### src/rtl/modulo_pc_if.sv
// ---------------------------------------------------------------------------
// modulo_pc_if
// Bundles the command inputs and status outputs of the program-counter stage.
//   master : the next-address/decode side; drives novo_endereco, habilita_pc,
//            chamada, retorno, halt, retomar; observes the PC status.
//   slave  : the program-counter stage itself; consumes the commands and
//            drives pc_atual, busca_valida, parado, erro_pilha, profundidade.
// ---------------------------------------------------------------------------
interface modulo_pc_if #(
  parameter int ADDR_WIDTH = 13,
  parameter int PILHA_PROF = 8
);
  localparam int PROF_W = $clog2(PILHA_PROF) + 1;

  logic [ADDR_WIDTH-1:0] novo_endereco;
  logic                  habilita_pc;
  logic                  chamada;
  logic                  retorno;
  logic                  halt;
  logic                  retomar;

  logic [ADDR_WIDTH-1:0] pc_atual;
  logic                  busca_valida;
  logic                  parado;
  logic                  erro_pilha;
  logic [PROF_W-1:0]     profundidade;

  modport master (
    output novo_endereco, habilita_pc, chamada, retorno, halt, retomar,
    input  pc_atual, busca_valida, parado, erro_pilha, profundidade
  );

  modport slave (
    input  novo_endereco, habilita_pc, chamada, retorno, halt, retomar,
    output pc_atual, busca_valida, parado, erro_pilha, profundidade
  );
endinterface

### src/rtl/modulo_pc.sv
// ---------------------------------------------------------------------------
// modulo_pc
// Program-counter register stage with boot bubble, stall, halt/resume and a
// hardware return-address stack for call/return.
// Ports:
//   clock   : rising-edge system clock
//   reset_n : asynchronous active-low reset
//   bus     : modulo_pc_if.slave (commands in, PC and status out)
// All outputs come straight from registers.
// ---------------------------------------------------------------------------
module modulo_pc #(
  parameter int ADDR_WIDTH = 13,
  parameter int PILHA_PROF = 8
) (
  input  logic        clock,
  input  logic        reset_n,
  modulo_pc_if.slave  bus
);
  localparam int PTR_W  = $clog2(PILHA_PROF);
  localparam int PROF_W = PTR_W + 1;
  localparam logic [PROF_W-1:0] PROF_MAX = PROF_W'(PILHA_PROF);
  localparam logic [PROF_W-1:0] PROF_UM  = PROF_W'(1);
  localparam logic [PTR_W-1:0]  PTR_UM   = PTR_W'(1);

  typedef enum logic [1:0] {
    INICIO  = 2'd0,
    EXECUTA = 2'd1,
    PARADO  = 2'd2,
    ERRO    = 2'd3
  } estado_t;

  // Wrapping address increment (the carry out of the top bit is dropped).
  function automatic logic [ADDR_WIDTH-1:0] incr_addr(input logic [ADDR_WIDTH-1:0] a);
    return a + ADDR_WIDTH'(1);
  endfunction

  estado_t               estado_r;
  estado_t               estado_next_s;
  logic [ADDR_WIDTH-1:0] pc_r;
  logic [ADDR_WIDTH-1:0] pc_next_s;
  logic [PROF_W-1:0]     prof_r;
  logic [PROF_W-1:0]     prof_next_s;
  logic                  busca_valida_r;
  logic                  parado_r;
  logic                  erro_pilha_r;
  logic                  erro_set_s;
  logic                  push_s;
  logic [PTR_W-1:0]      push_idx_s;
  logic [PTR_W-1:0]      topo_idx_s;
  logic [ADDR_WIDTH-1:0] pilha_r [PILHA_PROF];

  // Stack slot addressing: depth is a power of two, so the low bits of the
  // occupancy count index the next free slot and (count-1) the top entry.
  always_comb begin
    push_idx_s = prof_r[PTR_W-1:0];
    topo_idx_s = prof_r[PTR_W-1:0] - PTR_UM;
  end

  // Next-state, next-PC and stack-command decode.
  always_comb begin
    estado_next_s = estado_r;
    pc_next_s     = pc_r;
    prof_next_s   = prof_r;
    erro_set_s    = 1'b0;
    push_s        = 1'b0;
    case (estado_r)
      INICIO: begin
        estado_next_s = EXECUTA;
      end
      EXECUTA: begin
        if (bus.habilita_pc) begin
          if (bus.halt) begin
            estado_next_s = PARADO;
          end else if (bus.retorno) begin
            // retorno outranks chamada when both are raised
            if (prof_r != {PROF_W{1'b0}}) begin
              pc_next_s   = pilha_r[topo_idx_s];
              prof_next_s = prof_r - PROF_UM;
            end else begin
              erro_set_s    = 1'b1;
              estado_next_s = ERRO;
            end
          end else if (bus.chamada) begin
            if (prof_r != PROF_MAX) begin
              push_s      = 1'b1;
              prof_next_s = prof_r + PROF_UM;
              pc_next_s   = bus.novo_endereco;
            end else begin
              erro_set_s    = 1'b1;
              estado_next_s = ERRO;
            end
          end else begin
            pc_next_s = bus.novo_endereco;
          end
        end else begin
          estado_next_s = EXECUTA;
        end
      end
      PARADO: begin
        if (bus.retomar) begin
          pc_next_s     = incr_addr(pc_r);
          estado_next_s = EXECUTA;
        end else begin
          estado_next_s = PARADO;
        end
      end
      ERRO: begin
        estado_next_s = ERRO;
      end
      default: begin
        // An illegal encoding is treated as a fault and locked out.
        erro_set_s    = 1'b1;
        estado_next_s = ERRO;
      end
    endcase
  end

  // State, PC, occupancy and registered status flags.
  always_ff @(posedge clock or negedge reset_n) begin
    if (!reset_n) begin
      estado_r       <= INICIO;
      pc_r           <= {ADDR_WIDTH{1'b0}};
      prof_r         <= {PROF_W{1'b0}};
      busca_valida_r <= 1'b0;
      parado_r       <= 1'b0;
      erro_pilha_r   <= 1'b0;
    end else begin
      estado_r       <= estado_next_s;
      pc_r           <= pc_next_s;
      prof_r         <= prof_next_s;
      busca_valida_r <= (estado_next_s == EXECUTA);
      parado_r       <= (estado_next_s == PARADO);
      erro_pilha_r   <= erro_pilha_r | erro_set_s;
    end
  end

  // Return-address storage; contents are don't-care after reset.
  always_ff @(posedge clock) begin
    if (push_s) begin
      pilha_r[push_idx_s] <= incr_addr(pc_r);
    end
  end

  assign bus.pc_atual     = pc_r;
  assign bus.busca_valida = busca_valida_r;
  assign bus.parado       = parado_r;
  assign bus.erro_pilha   = erro_pilha_r;
  assign bus.profundidade = prof_r;
endmodule

### src/flat_wrapper.sv
// flat-port wrapper written by rule: the top's interface ports become plain ports
module modulo_pc_flat 
#(
  parameter int ADDR_WIDTH = 13,
  parameter int PILHA_PROF = 8
)
  (clock, reset_n, bus_novo_endereco, bus_habilita_pc, bus_chamada, bus_retorno, bus_halt, bus_retomar, bus_pc_atual, bus_busca_valida, bus_parado, bus_erro_pilha, bus_profundidade);
  modulo_pc_if #(.ADDR_WIDTH(ADDR_WIDTH), .PILHA_PROF(PILHA_PROF)) bus_i ();
  input  logic clock;
  input  logic reset_n;
  input wire logic [$bits(bus_i.novo_endereco)-1:0] bus_novo_endereco;
  input wire logic [$bits(bus_i.habilita_pc)-1:0] bus_habilita_pc;
  input wire logic [$bits(bus_i.chamada)-1:0] bus_chamada;
  input wire logic [$bits(bus_i.retorno)-1:0] bus_retorno;
  input wire logic [$bits(bus_i.halt)-1:0] bus_halt;
  input wire logic [$bits(bus_i.retomar)-1:0] bus_retomar;
  output wire logic [$bits(bus_i.pc_atual)-1:0] bus_pc_atual;
  output wire logic [$bits(bus_i.busca_valida)-1:0] bus_busca_valida;
  output wire logic [$bits(bus_i.parado)-1:0] bus_parado;
  output wire logic [$bits(bus_i.erro_pilha)-1:0] bus_erro_pilha;
  output wire logic [$bits(bus_i.profundidade)-1:0] bus_profundidade;
  assign bus_i.novo_endereco = bus_novo_endereco;
  assign bus_i.habilita_pc = bus_habilita_pc;
  assign bus_i.chamada = bus_chamada;
  assign bus_i.retorno = bus_retorno;
  assign bus_i.halt = bus_halt;
  assign bus_i.retomar = bus_retomar;
  assign bus_pc_atual = bus_i.pc_atual;
  assign bus_busca_valida = bus_i.busca_valida;
  assign bus_parado = bus_i.parado;
  assign bus_erro_pilha = bus_i.erro_pilha;
  assign bus_profundidade = bus_i.profundidade;
  modulo_pc #(.ADDR_WIDTH(ADDR_WIDTH), .PILHA_PROF(PILHA_PROF)) u_core (.clock(clock), .reset_n(reset_n), .bus(bus_i));
endmodule
### config.mk
export PLATFORM = sky130hd
export DESIGN_NAME = modulo_pc_flat
export DESIGN_NICKNAME = d
export VERILOG_FILES = /design/src/rtl/modulo_pc_if.sv /design/src/rtl/modulo_pc.sv /design/src/flat_wrapper.sv
export SDC_FILE = /design/constraint.sdc
export NUM_CORES = 1
export LEC_CHECK = 0
export ABC_CLOCK_PERIOD_IN_PS = 4100
export CORE_UTILIZATION = 50
export DETAILED_ROUTE_END_ITERATION = 8
export GPL_TIMING_DRIVEN = 0
export PLACE_DENSITY = 0.7
export SLEW_MARGIN = 20
export SYNTH_ARGS = -nofsm -noshare
export SYNTH_HDL_FRONTEND = slang
export SYNTH_SLANG_ARGS = --single-unit
### constraint.sdc
create_clock -name clock -period 4.1 [get_ports clock]
set_input_delay 0.615 -clock clock [delete_from_list [all_inputs] [get_ports clock]]
set_output_delay 0.615 -clock clock [all_outputs]
set_load 0.05 [all_outputs]
==> metrics, run 1 <==
outcome=completed; Lkg Pwr=2.40 nW; total length of routed wires=12800 um; gpl congestion=0.856; f_max=298 MHz; worst min path class=input port to async pin; Main synth FF type=edfxtp_1; synthesized flop and latch total=126; Yosys warnings=0; Slew @ Worst Pin=843 ps; number of detailed-route iterations in the first pass=4; largest net degree at the start of global routing=23; Final HPWL DP=8670 um; Startpoint Class=flip-flop; Simple-Gate Fraction of Synth Area=0.0841; Post-CTS Hold Fix Bufs=0; Clk Latency, worst-skew pair=520 ps; post-synthesis mux area share=0.127; Synth area leaders=edfxtp_1 (56%), dfrtp_1 (9.9%), mux4_2 (9.7%); layout cell share with drive strength beyond 1=0.217; antenna cells=0; initial drt markers=174; worst endpoint data arrival time=3750 ps; commonest cells in the synthesized netlist=edfxtp_1 (104), mux4_2 (24), dfrtp_1 (22); XOR/XNOR Fraction of Synth Area=0.0266; final worst-path setup slack=744 ps; Core ar.=0.0108 sq mm; setup violators final=0; # DRC=0; CTS tree=done; Syn Std Cell Area=0.00555 sq mm; gr usage total=0.242; synth unique cells=54; Die W=107 um; CTS sink count=126; Power Density=801 mW/mm^2; DR vias=3436; net count after synthesis=378; Routed Antenna Nets=0; vias in the first global route=3382; Max Slew Vio Count=0; Die Height=107 um; synthesized area per cell=15.8 sq um; Req. time, crit path=4500 ps; most numerous cell in the Yosys netlist=edfxtp_1; GRT Residual Overflow=0; Final Skew=9.05 ps; postcts setup bufs=0; part of the cycle the worst path needs=0.819; # H-tree levels=4; synth-to-layout area growth=24.0%; Max VDD drop=0.000355 V; Synth area leader=edfxtp_1; RSZ-0062 raised after global routing=no; FFs w/ async S/R, synth=0.175; I/O pin count=40; starting density of the core=0.512; Worst-path clk slew=60 ps; total CTS buffers=17; Final Cell Area=0.00688 sq mm; final std cells w/o fill=573; worst relative slew slack=0.434; Synth Area in Compound Gates=0.0656; worst slack, placed=691 ps; Seq/Total Area, Yosys=0.662; fin crit period=3360 ps; clock buffer depth=2; Synth Area in Adders=0.0149; synthesized instance count=352; Post-synth EDFFs=104; setup TNS=0 ps; Pwr Total=5.52 mW; placed cell areas=0.00625 sq mm; std cell rows=38; crit-path max FO=10; share of the synthesized area in the top cell type=0.563; dpl cells=541; first-pass GRT wire length=19300 um; main combinational cell family by area after synthesis=multiplexers; NumNets Final=446; post-DR vias/cell=6.00; area of the die=0.0115 sq mm; port buffer count=39; antenna violations before repair=0; CTS Root Cell=clkbuf_8; final hold violation count=0; max-cap viol count=0; Routed WL per cell=22.3 um; post-CTS sizing=0; crit end category=flip-flop; CP Class=flip-flop to flip-flop
-- critical path, stage by stage (launching register included) --
cell and delay (ps):
dfrtp_1 340, buf_4 220, buf_2 330, inv_1 260
ha_1 350, buf_2 250, clkbuf_1 540, mux4_2 420
mux2i_1 160, a21oi_1 100, a211o_1 260
-- flip-flops by register name, summed over array words and instances (netlist names) --
register                 count
u_core.pilha_r             104
u_core.bus.busca_valida      1
u_core.bus.parado            1
u_core.estado_r              2
u_core.bus.pc_atual         13
u_core.bus.erro_pilha        1
u_core.bus.profundidade      4
-- path summary, 6_finish.rpt --
kind	start	to	slack, ps	cells after the start
max	u_core.bus.profundidade[0]	u_core.bus.pc_atual[12]	740	10
min	reset_n	u_core.bus.parado	80	1
max reg2reg	u_core.bus.profundidade[0]	u_core.bus.pc_atual[12]	740	10
min reg2reg	u_core.bus.erro_pilha	u_core.bus.erro_pilha	490	1
max in group asynchronous	reset_n	u_core.bus.pc_atual[6]	3650	1
min in group clock	u_core.bus.erro_pilha	u_core.bus.erro_pilha	490	1
-- cell type report --
type	count	area [sq um]
Buffer	15	77.6
Clock buffer	18	418
Clock inverter	14	216
Fill cell	819	3960
Inverter	9	33.8
Multi-Input combinational cell	202	1790
Sequential cell	126	3670
Tap cell	140	175
Timing Repair Buffer	49	498
-- report_power, final --
part / leakage, nW / internal, mW / switching [mW]
Clock: 0.301 / 1.05 / 0.550
Sequential: 1.19 / 1.68 / 0.167
Combinational: 0.907 / 0.836 / 1.24
-- per-stage QoR --
step	utilization	hold WS, ps
after floorplan	-	319
after global placement	0.564	457
after detailed placement	0.577	476
after CTS	0.635	494
after global routing	0.635	86.3
final	0.635	80.8
-- logic make-up (layout without fill, tap and decap cells) --
group,after synthesis,count (layout)
xor+xnor,16,16
fa+ha+maj,6,6
buf+inv,24,105
compound gates,52,52
mux,40,40
simple gates,88,88
flops,126,126
-- routing by layer --
metal  GRT usage  part of all wire
met1       0.313              0.41
met2       0.398              0.52
met3      0.0581             0.059
met4      0.0900             0.020
met5           0                 0
-- layout by cell type, fill, tap and decap left out, types with 3 or more instances in the layout --
cell and n:
clkdlybuf4s50_1 38, clkbuf_16 16, nor2b_1 4, nor2_2 6, o211ai_1 6, nor2_1 13, a21oi_1 18, nor3_1 5
nand4_1 5, buf_2 6, ha_1 5, inv_1 8, xor2_1 4, mux4_2 24, xnor2_1 11, o21ai_0 4
nor3_2 3, clkbuf_1 5, edfxtp_1 104, buf_8 3, o31ai_1 3, nand3_1 15, o21ai_1 5, bufinv_16 5
nand2_1 20, buf_6 4, clkinv_4 4, buf_4 7, dfrtp_1 22, mux2i_1 13, nand2b_1 5
No activity file was read; power rests on OpenSTA's default activity.
==> inputs of run 2 (changes only) <==
ABC_CLOCK_PERIOD_IN_PS = 3100   (was 4100)
clock period = 3.1 ns   (was 4.1 ns; I/O delays follow)
==> run 2 against run 1 <==
Combinational power rose by 36%. Clock skew barely moved. Core utilization fell by 0.23 points. Non-clock buffer count fell by 1. First-iteration DRC count rose by 31%. Maximum frequency rose by 13%. Worst setup slack got worse by 600 ps. Via count rose by 0.52%. Critical path type unchanged. Clock power rose by 16%. Wire length rose by 2.1%. Critical path depth fell by 1.
==> metrics, run 2 (synthesized netlist as in run 1, its figures left out) <==
Routed Antenna Nets=0 (unchanged); CTS sink count=126 (unchanged); Clk Latency, worst-skew pair=510 ps (about the same); Filler Cell Count=802 (-2.1%); NumNets Final=445 (-0.22%); synth-to-layout area growth=23.6%; worst slack, placed=-386 ps (-1080 ps); WHS Endpoint=u_core.bus.erro_pilha; total CTS buffers=17 (unchanged); final std cells w/o fill=572 (-0.17%); CTS tree=done; fin util=0.633 (-0.00231); crit-path max FO=10 (unchanged); # H-tree levels=4 (unchanged); clock buffer depth=2 (unchanged); Final Skew=9.45 ps (+0.402 ps); cell depth of the worst hold path=1; f_max=338 MHz (+13%); antenna violations before repair=0 (unchanged); register name with the most flops=u_core.pilha_r; GRT Residual Overflow=0 (unchanged); std cell rows=38 (unchanged); max reg flops=104 (unchanged); vias in the first global route=3398 (+0.47%); number of detailed-route iterations in the first pass=4 (unchanged); port buffer count=39 (unchanged); Routed WL per cell=22.8 um (+2.3%); reg-to-reg slack, setup=140 ps (-600 ps); worst min path class=flip-flop to flip-flop; Slew @ Worst Pin=826 ps (-16.7 ps); worst endpoint data arrival time=3330 ps (-420 ps); Power Density=1040 mW/mm^2 (+29%); Req. time, crit path=3470 ps (-1030 ps); antenna cells=0 (unchanged); most frequent cells in the layout=edfxtp_1 (104), clkdlybuf4s50_1 (38), mux4_2 (24); dpl cells=539 (-0.37%); setup violators final=0 (unchanged); setup TNS=0 ps (unchanged); CP Class=flip-flop to flip-flop; total length of routed wires=13100 um (+2.1%); crit end category=flip-flop; part of the cycle the worst path needs=0.954 (+0.136); area of the die=0.0115 sq mm (unchanged); Lkg Pwr=2.39 nW (-0.55%); worst reg-to-reg path cell count=9 (-1); Max VDD drop=0.000450 V (+27%); starting density of the core=0.512 (unchanged); gr usage total=0.246 (+0.00410); outcome=completed; final hold violation count=0 (unchanged); Multi-input gate area=0.00181 sq mm (+1.3%); reg2reg start=u_core.bus.profundidade[0]; initial drt markers=228 (+31%); Max Slew Vio Count=0 (unchanged); RSZ-0062 raised after global routing=no; I/O pin count=40 (unchanged); gpl congestion=0.922 (+7.8%); Final HPWL DP=8710 um (+0.44%); Hold Path Origin=u_core.bus.erro_pilha; first-pass GRT wire length=19700 um (+1.9%); worst relative slew slack=0.445 (+0.0112); fin crit period=2960 ps (-398 ps); end of the worst register-to-register path=u_core.bus.pc_atual[2]; # DRC=0 (unchanged); layout cell share with drive strength beyond 1=0.220 (+0.00282); Storage cell area=0.00367 sq mm (unchanged); largest net degree at the start of global routing=23 (unchanged); post-DR vias/cell=6.04 (+0.70%); DR vias=3454 (+0.52%); final worst-path setup slack=142 ps (-602 ps); Startpoint Class=flip-flop; Die W=107 um (unchanged); Worst-path clk slew=60 ps (about the same); Core ar.=0.0108 sq mm (unchanged); Pwr Total=7.11 mW (+29%); most common cell after layout, fill and taps aside=edfxtp_1; max-cap viol count=0 (unchanged); Die Height=107 um (unchanged); CTS Root Cell=clkbuf_8
run 2: changes by cell type in the layout (fill, tap and decap cells not counted), sizes merged:
cell	delta
clkinv	+4
bufinv	-3
clkinvlp	-1
buf	-2
dlygate4sd3	+1
run 2: metrics by stage:
stage,hold WS [ps],instance area [sq um]
global route,499,6860
global placement,456,6130
detailed placement,466,6270
finish,478,6860
CTS,484,6850
floorplan,169,5560
run 2: per-layer routing:
layer  GRT usage  vias to the layer above  wire length (um)  share of wire
li1            -                     1526                 -              -
met1       0.336                     1725              5460           0.42
met2       0.379                      172              6190           0.47
met3      0.0502                       31               982          0.075
met4       0.120                        0               430          0.033
met5           0                        -                 0              0
run 2: how the worst max path moves through the flow:
| stage | startpoint | endpoint | cells after the start |
|---|---|---|---|
| after floorplan | u_core.bus.profundidade[0] | u_core.bus.pc_atual[12] | 10 |
| after global placement | bus_retorno | u_core.pilha_r[3][7] | 6 |
| after detailed placement | u_core.bus.profundidade[0] | u_core.bus.pc_atual[12] | 10 |
| after CTS | u_core.bus.profundidade[0] | u_core.bus.pc_atual[1] | 11 |
| after global routing | u_core.bus.profundidade[0] | u_core.bus.pc_atual[2] | 9 |
| final | u_core.bus.profundidade[0] | u_core.bus.pc_atual[2] | 9 |
run 2: report_power, final:
part	total [mW]	leakage [nW]	internal, mW	switching [mW]
sequential	2.45	1.19	2.22	0.235
clock	1.85	0.276	1.14	0.714
combinational	2.81	0.918	1.13	1.67
total	7.11	2.39	4.49	2.62
run 2: worst max-delay path, cell delays in order, from the launching register on:
cell	delay, ps
dfrtp_1	340
buf_4	220
buf_4	260
inv_1	220
ha_1	300
and4bb_1	250
a211oi_4	570
a21oi_2	240
a2bb2oi_1	270
o31ai_1	140
run 2: area by class of cell:
| class | instances | share of cell area |
|---|---|---|
| Multi-Input combinational cell | 202 | 0.265 |
| Timing Repair Buffer | 48 | 0.0746 |
| Buffer | 15 | 0.0128 |
| Clock inverter | 14 | 0.0210 |
| Tap cell | 140 | 0.0255 |
| Clock buffer | 18 | 0.0609 |
| Inverter | 9 | 0.00493 |
| Sequential cell | 126 | 0.536 |
run 2: what timing repair did:
item / 4_1_cts / 5_1_grt
hold buffers: 0 / 1
buffers inserted: 0 / 0
resized for setup: 5 / 2
endpoints found under the hold margin: 0 / 22
endpoints found under the setup margin: 9 / 7
